## src/rtl/uart_rx_cfg.sv

```systemverilog
// UART receiver with elaboration-time frame format (5-9 data bits, optional parity, 1-2 stops).
// Synchronised rx, false-start rejection, error flags, break lockout, valid/ready holding register.
//
// state        | meaning
// S_IDLE       | line idle, waiting for rx_s low
// S_START      | half-bit check of start bit (false-start rejection)
// S_DATA       | sampling data bits, LSB first
// S_PARITY     | sampling parity bit
// S_STOP       | sampling stop bit(s); last sample completes the frame
// S_BREAK_WAIT | line held low after an all-zero framing error; wait for rx_s high
module uart_rx_cfg #(
  parameter int NUM_CLKS_PER_BIT = 16,
  parameter int DATA_BITS        = 8,
  parameter int PARITY_EN        = 0,
  parameter int PARITY_ODD       = 0,
  parameter int STOP_BITS        = 1
) (
  input  logic                 clk,
  input  logic                 rstn,
  input  logic                 rx,
  output logic [DATA_BITS-1:0] dout,
  output logic                 valid,
  input  logic                 ready,
  output logic                 parity_err,
  output logic                 frame_err,
  output logic                 overrun,
  output logic                 busy
);

  localparam int CW = $clog2(NUM_CLKS_PER_BIT);
  localparam int BW = $clog2(DATA_BITS);
  localparam logic [CW-1:0] C_HALF = CW'((NUM_CLKS_PER_BIT - 1) / 2);
  localparam logic [CW-1:0] C_LAST = CW'(NUM_CLKS_PER_BIT - 1);
  localparam logic [BW-1:0] B_LAST = BW'(DATA_BITS - 1);
  localparam logic          C_ODD  = (PARITY_ODD != 0);

  typedef enum logic [2:0] {
    S_IDLE,
    S_START,
    S_DATA,
    S_PARITY,
    S_STOP,
    S_BREAK_WAIT
  } state_t;

  state_t               r_state;
  logic [1:0]           r_sync;
  logic [CW-1:0]        r_cnt;
  logic [BW-1:0]        r_bit_cnt;
  logic                 r_stop_cnt;
  logic [DATA_BITS-1:0] r_shift;
  logic                 r_perr;
  logic                 r_ferr;
  logic [DATA_BITS-1:0] r_dout;
  logic                 r_valid;
  logic                 r_parity_err;
  logic                 r_frame_err;
  logic                 r_overrun;
  logic                 r_busy;

  logic w_rx_s;
  logic w_last_stop;
  logic w_ferr_next;

  assign w_rx_s      = r_sync[1];
  assign w_last_stop = (STOP_BITS == 1) ? 1'b1 : r_stop_cnt;
  assign w_ferr_next = r_ferr | ~w_rx_s;

  always_ff @(posedge clk) begin
    if (!rstn) begin
      r_state      <= S_IDLE;
      r_sync       <= 2'b11;
      r_cnt        <= '0;
      r_bit_cnt    <= '0;
      r_stop_cnt   <= 1'b0;
      r_shift      <= '0;
      r_perr       <= 1'b0;
      r_ferr       <= 1'b0;
      r_dout       <= '0;
      r_valid      <= 1'b0;
      r_parity_err <= 1'b0;
      r_frame_err  <= 1'b0;
      r_overrun    <= 1'b0;
      r_busy       <= 1'b0;
    end else begin
      r_sync    <= {r_sync[0], rx};
      r_overrun <= 1'b0;
      // A frame load later in this block overrides the handshake clear.
      if (r_valid && ready) r_valid <= 1'b0;

      case (r_state)
        S_IDLE: begin
          if (!w_rx_s) begin
            r_state <= S_START;
            r_cnt   <= '0;
            r_busy  <= 1'b1;
          end
        end

        S_START: begin
          if (r_cnt == C_HALF) begin
            r_cnt <= '0;
            if (!w_rx_s) begin
              r_state    <= S_DATA;
              r_bit_cnt  <= '0;
              r_stop_cnt <= 1'b0;
              r_perr     <= 1'b0;
              r_ferr     <= 1'b0;
            end else begin
              r_state <= S_IDLE;
              r_busy  <= 1'b0;
            end
          end else begin
            r_cnt <= r_cnt + 1'b1;
          end
        end

        S_DATA: begin
          if (r_cnt == C_LAST) begin
            r_shift[r_bit_cnt] <= w_rx_s;
            r_cnt              <= '0;
            r_bit_cnt          <= r_bit_cnt + 1'b1;
            if (r_bit_cnt == B_LAST) r_state <= (PARITY_EN != 0) ? S_PARITY : S_STOP;
          end else begin
            r_cnt <= r_cnt + 1'b1;
          end
        end

        S_PARITY: begin
          if (r_cnt == C_LAST) begin
            r_perr  <= (^r_shift) ^ w_rx_s ^ C_ODD;
            r_cnt   <= '0;
            r_state <= S_STOP;
          end else begin
            r_cnt <= r_cnt + 1'b1;
          end
        end

        S_STOP: begin
          if (r_cnt == C_LAST) begin
            r_cnt <= '0;
            if (!w_last_stop) begin
              r_stop_cnt <= 1'b1;
              r_ferr     <= w_ferr_next;
            end else begin
              if (!r_valid || ready) begin
                r_dout       <= r_shift;
                r_parity_err <= r_perr;
                r_frame_err  <= w_ferr_next;
                r_valid      <= 1'b1;
              end else begin
                r_overrun <= 1'b1;
              end
              // All-zero data with a bad stop is a break: hold off until the line recovers.
              if (w_ferr_next && (r_shift == '0)) begin
                r_state <= S_BREAK_WAIT;
              end else begin
                r_state <= S_IDLE;
                r_busy  <= 1'b0;
              end
            end
          end else begin
            r_cnt <= r_cnt + 1'b1;
          end
        end

        S_BREAK_WAIT: begin
          if (w_rx_s) begin
            r_state <= S_IDLE;
            r_busy  <= 1'b0;
          end
        end

        default: begin
          r_state <= S_IDLE;
          r_busy  <= 1'b0;
        end
      endcase
    end
  end

  assign dout       = r_dout;
  assign valid      = r_valid;
  assign parity_err = r_parity_err;
  assign frame_err  = r_frame_err;
  assign overrun    = r_overrun;
  assign busy       = r_busy;

endmodule
```

## config.mk

```make
export PLATFORM = sky130hd
export DESIGN_NAME = uart_rx_cfg
export DESIGN_NICKNAME = d
export VERILOG_FILES = /design/src/rtl/uart_rx_cfg.sv
export SDC_FILE = /design/constraint.sdc
export NUM_CORES = 1
export LEC_CHECK = 0
export ABC_AREA = 1
export BUFFER_PORTS_ARGS = -buffer_cell sky130_fd_sc_hd__buf_4
export CORE_MARGIN = 5
export CORE_UTILIZATION = 62
export CTS_CLUSTER_DIAMETER = 80
export DETAILED_ROUTE_END_ITERATION = 12
export PLACE_DENSITY = 0.83
export SLEW_MARGIN = 25
export SYNTH_ARGS = -nofsm -noshare
export SYNTH_HDL_FRONTEND = slang
export SYNTH_SLANG_ARGS = --single-unit
```

## constraint.sdc

```tcl
create_clock -name clk -period 3.1 [get_ports clk]
set_input_delay 0.465 -clock clk [delete_from_list [all_inputs] [get_ports clk]]
set_output_delay 0.465 -clock clk [all_outputs]
set_load 0.01 [all_outputs]
```

==> flow_summary.rst <==
.. list-table::
   :header-rows: 1

   * - Metric
     - Value
   * - Proportion of synthesized flip-flops having asynchronous set or reset
     - 0%
   * - Number of setup violations in the final report
     - 0
   * - Postcts setup bufs
     - 0
   * - Transition at the pin with the smallest max-transition slack
     - 0.4176 ns
   * - Part of the power in registers
     - 42.6%
   * - Number of global-route vias before repair
     - 1,408
   * - DIE AREA
     - 0.003948 sq mm
   * - Part of the total power dissipated in combinational logic
     - 37.0%
   * - Share of layout cells above drive strength 1
     - 16.92%
   * - Total I/O pin count
     - 17
   * - Placer congestion estimate
     - 0.9045
   * - Placeable core area
     - 0.002710 sq mm
   * - Unrepaired setup endpoints after global routing
     - no
   * - Synth cell count leaders
     - sky130_fd_sc_hd__nand2_1, sky130_fd_sc_hd__dfxtp_1, sky130_fd_sc_hd__nor2_1
   * - Outcome
     - completed
   * - Detailed-routing iteration count for the pre-antenna-repair pass
     - 4
   * - TritonCTS clock tree
     - done
   * - Later-pin clock latency in the skew report
     - 0.34 ns
   * - Time the worst path needs with I/O delays and setup
     - 1.574 ns
   * - Total number of yosys warnings
     - 0
   * - Critical path type
     - reg -> reg
   * - Element type at the critical path end
     - register
   * - Slew margin rel.
     - 72.06%
   * - Total detailed-routing wirelength
     - 3352 um
   * - Number of nets with antenna violations after detailed routing
     - 0
   * - Antenna cells
     - 0
   * - Global-route total usage across every layer
     - 18.52%
   * - Max-slew violation count
     - 0
   * - Final-stage net count
     - 270
   * - Post-Syn Area per Cell
     - 7.150 sq um
   * - Floorplan die width
     - 62.83 um
   * - Final Hold Violating Endpoints
     - 0
   * - Largest net degree at the start of global routing
     - 24
   * - Sinks on Clock Net
     - 34
   * - Flip-flop and latch count after synthesis
     - 34
   * - Wire length per cell after detailed routing
     - 11.52 um
   * - Main area contributors after synthesis
     - sky130_fd_sc_hd__dfxtp_1, sky130_fd_sc_hd__nand2_1, sky130_fd_sc_hd__nor2_1
   * - Die Y
     - 62.83 um
   * - Number of enable-type register cells in the synthesized netlist
     - 0
   * - Placed cell count
     - 283
   * - Layout Area Growth over Synthesis
     - 10.41%
   * - DPL Wire Length
     - 2562 um
   * - Clock-pin transition on the worst setup and hold timing paths
     - 0.10 ns
   * - Worst min path class
     - in -> reg
   * - Post-synthesis cell type with the largest combined area
     - sky130_fd_sc_hd__dfxtp_1
   * - Number of library cell types mapped by synthesis
     - 25
   * - First-pass GRT wire length
     - 5920 um
   * - Largest voltage drop on the vdd net
     - 0.0006449 V
   * - Net Count, Synth
     - 253
   * - Area after DPL
     - 0.001851 sq mm
   * - Remaining DRCs
     - 0
   * - Starting density of the core
     - 63.85%
   * - Required @ worst endpoint
     - 3.33 ns
   * - Switching power of the nets
     - 0.4973 mW
   * - Count of buffers from port buffering
     - 16
   * - Area share of the largest cell type after synthesis
     - 39.33%
   * - Design Area, Final
     - 0.001911 sq mm
   * - CTS HTree Levels
     - 2
   * - Setup crit start kind
     - register
   * - Total negative setup slack
     - 0 ns
   * - Total number of vias
     - 1,574
   * - Skew final
     - 0.009499 ns
   * - End-of-flow core utilization
     - 70.50%
   * - Final cell count without fillers
     - 291
   * - Number of buffers on the longest clock path
     - 2
   * - Number of buffers inserted during clock tree synthesis
     - 5
   * - Sequential area share after synthesis
     - 39.33%
   * - Gate count after technology mapping
     - 242
   * - Int Pwr
     - 0.7378 mW
   * - Cts hold-fix bufs
     - 0
   * - Arrival time at the worst endpoint
     - 1.81 ns
   * - Post-synth design cell area
     - 0.001730 sq mm
   * - DR vias/cell
     - 5.409
   * - Slowest cell on crit path
     - sky130_fd_sc_hd__dfxtp_1
   * - Detailed Route Iter0 Violations
     - 86
   * - Most used flip-flop cell after synthesis
     - sky130_fd_sc_hd__dfxtp_1
   * - Proportion of total power due to net switching
     - 40.26%
   * - Total of cells resized after clock tree synthesis
     - 0
   * - Number of antenna violations at the first check in global routing
     - 0
   * - Period utilisation layout
     - 50.78%
   * - Power density of the placed cells
     - 646.4 mW/mm^2
   * - Critical path peak fanout
     - 6
   * - Largest incremental delay on the critical path
     - 0.38 ns
   * - Highest clock frequency the design can meet
     - 635.3 MHz
   * - Series of cell instances along the critical path
     - ha_1 -> nand3_4 -> nand3_1 -> nand2_1 -> o21ai_0 -> nor2_1
   * - Clock tree root driver cell
     - sky130_fd_sc_hd__clkbuf_4
   * - Overall power of the completed layout
     - 1.235 mW
   * - Leak
     - 0.8570 nW
   * - # Max-Cap Violations
     - 0
   * - Site Rows
     - 19
   * - Cell with the most instances after synthesis
     - sky130_fd_sc_hd__nand2_1
   * - Total grt overflow
     - 0
   * - Clock share of power
     - 20.4%
-- critical path, delay by kind of cell (launching register included) --
family	cells	cell delay, ns
AOI/OAI and AO/OA	1	0.32
adders and majority gates	1	0.27
and+or+nand+nor	4	0.49
DFF	1	0.38
-- power groups by stage --
stage	registers (mW)	logic, mW	clock network (mW)
floorplan	0.514	0.390	0
global placement	0.535	0.444	0
detailed placement	0.535	0.452	0
CTS	0.524	0.452	0.257
global route	0.531	0.523	0.284
finish	0.526	0.457	0.252
-- state kept, by name, indices dropped and copies added (netlist names) --
signal / count
dout: 8
r_shift: 8
r_cnt: 4
r_bit_cnt: 3
r_state: 3
r_sync: 2
busy: 1
frame_err: 1
overrun: 1
parity_err: 1
r_perr: 1
valid: 1
-- metal layers --
layer,track usage (%),part of all wire (%),vias up
met4,7.958,2.8,0
met1,23.18,46,702
met5,0,0,-
met2,29.27,44,46
met3,5.576,7.3,9
li1,-,-,817
-- logic make-up after synthesis --
group                    synth area share (%)
XOR/XNOR                                1.012
AND/OR/NAND/NOR                         32.83
AO/OA/AOI/OAI                           13.23
adder cells (fa/ha/maj)                 5.061
flip-flops                              39.33
buffers and inverters                   8.532
-- metrics by stage --
stage,hold slack (ns),setup slack (ns)
finish,0.3042,1.526
floorplan,0.3925,1.751
global placement,0.3952,1.600
detailed placement,0.4111,1.584
global route,0.2977,1.360
CTS,0.2996,1.545
-- cell usage in the layout (no fill, tap or decap) --
cell type,instances
sky130_fd_sc_hd__nand2_1,43
sky130_fd_sc_hd__dfxtp_1,34
sky130_fd_sc_hd__nor2_1,33
sky130_fd_sc_hd__inv_1,25
sky130_fd_sc_hd__a21oi_1,22
sky130_fd_sc_hd__o21ai_0,22
sky130_fd_sc_hd__nand3_1,20
sky130_fd_sc_hd__buf_4,16
sky130_fd_sc_hd__ha_1,7
sky130_fd_sc_hd__nand2_2,5
sky130_fd_sc_hd__nor3_1,5
sky130_fd_sc_hd__clkbuf_4,5
sky130_fd_sc_hd__inv_2,4
sky130_fd_sc_hd__nor2_2,3
sky130_fd_sc_hd__nor2_4,2
sky130_fd_sc_hd__or2_2,2
sky130_fd_sc_hd__xor2_1,2
sky130_fd_sc_hd__nand3_4,1
sky130_fd_sc_hd__nand2_4,1
sky130_fd_sc_hd__nor2_8,1
sky130_fd_sc_hd__a21oi_2,1
sky130_fd_sc_hd__nand3b_1,1
sky130_fd_sc_hd__nand3_2,1
sky130_fd_sc_hd__or2_0,1
sky130_fd_sc_hd__clkbuf_8,1
sky130_fd_sc_hd__clkinv_2,1
sky130_fd_sc_hd__clkbuf_1,1
-- path summary, 6_finish.rpt --
check / cells after the start / slack, ns / end / startpoint
setup / recovery: 6 / 1.53 / r_cnt[3] / r_cnt[0]
hold / removal: 2 / 0.30 / r_sync[0] / rx
setup reg to reg: 6 / 1.53 / r_cnt[3] / r_cnt[0]
hold reg to reg: 1 / 0.43 / r_sync[1] / r_sync[0]
-- final cells by class --
class / count / area [sq um]
Sequential cell: 34 / 680.7
Clock inverter: 1 / 5.005
Multi-Input combinational cell: 173 / 902.1
Inverter: 29 / 108.9
Timing Repair Buffer: 16 / 120.1
Fill cell: 243 / 799.5
Clock buffer: 7 / 55.05
Tap cell: 31 / 38.79
(Power assumes the default switching activity.)
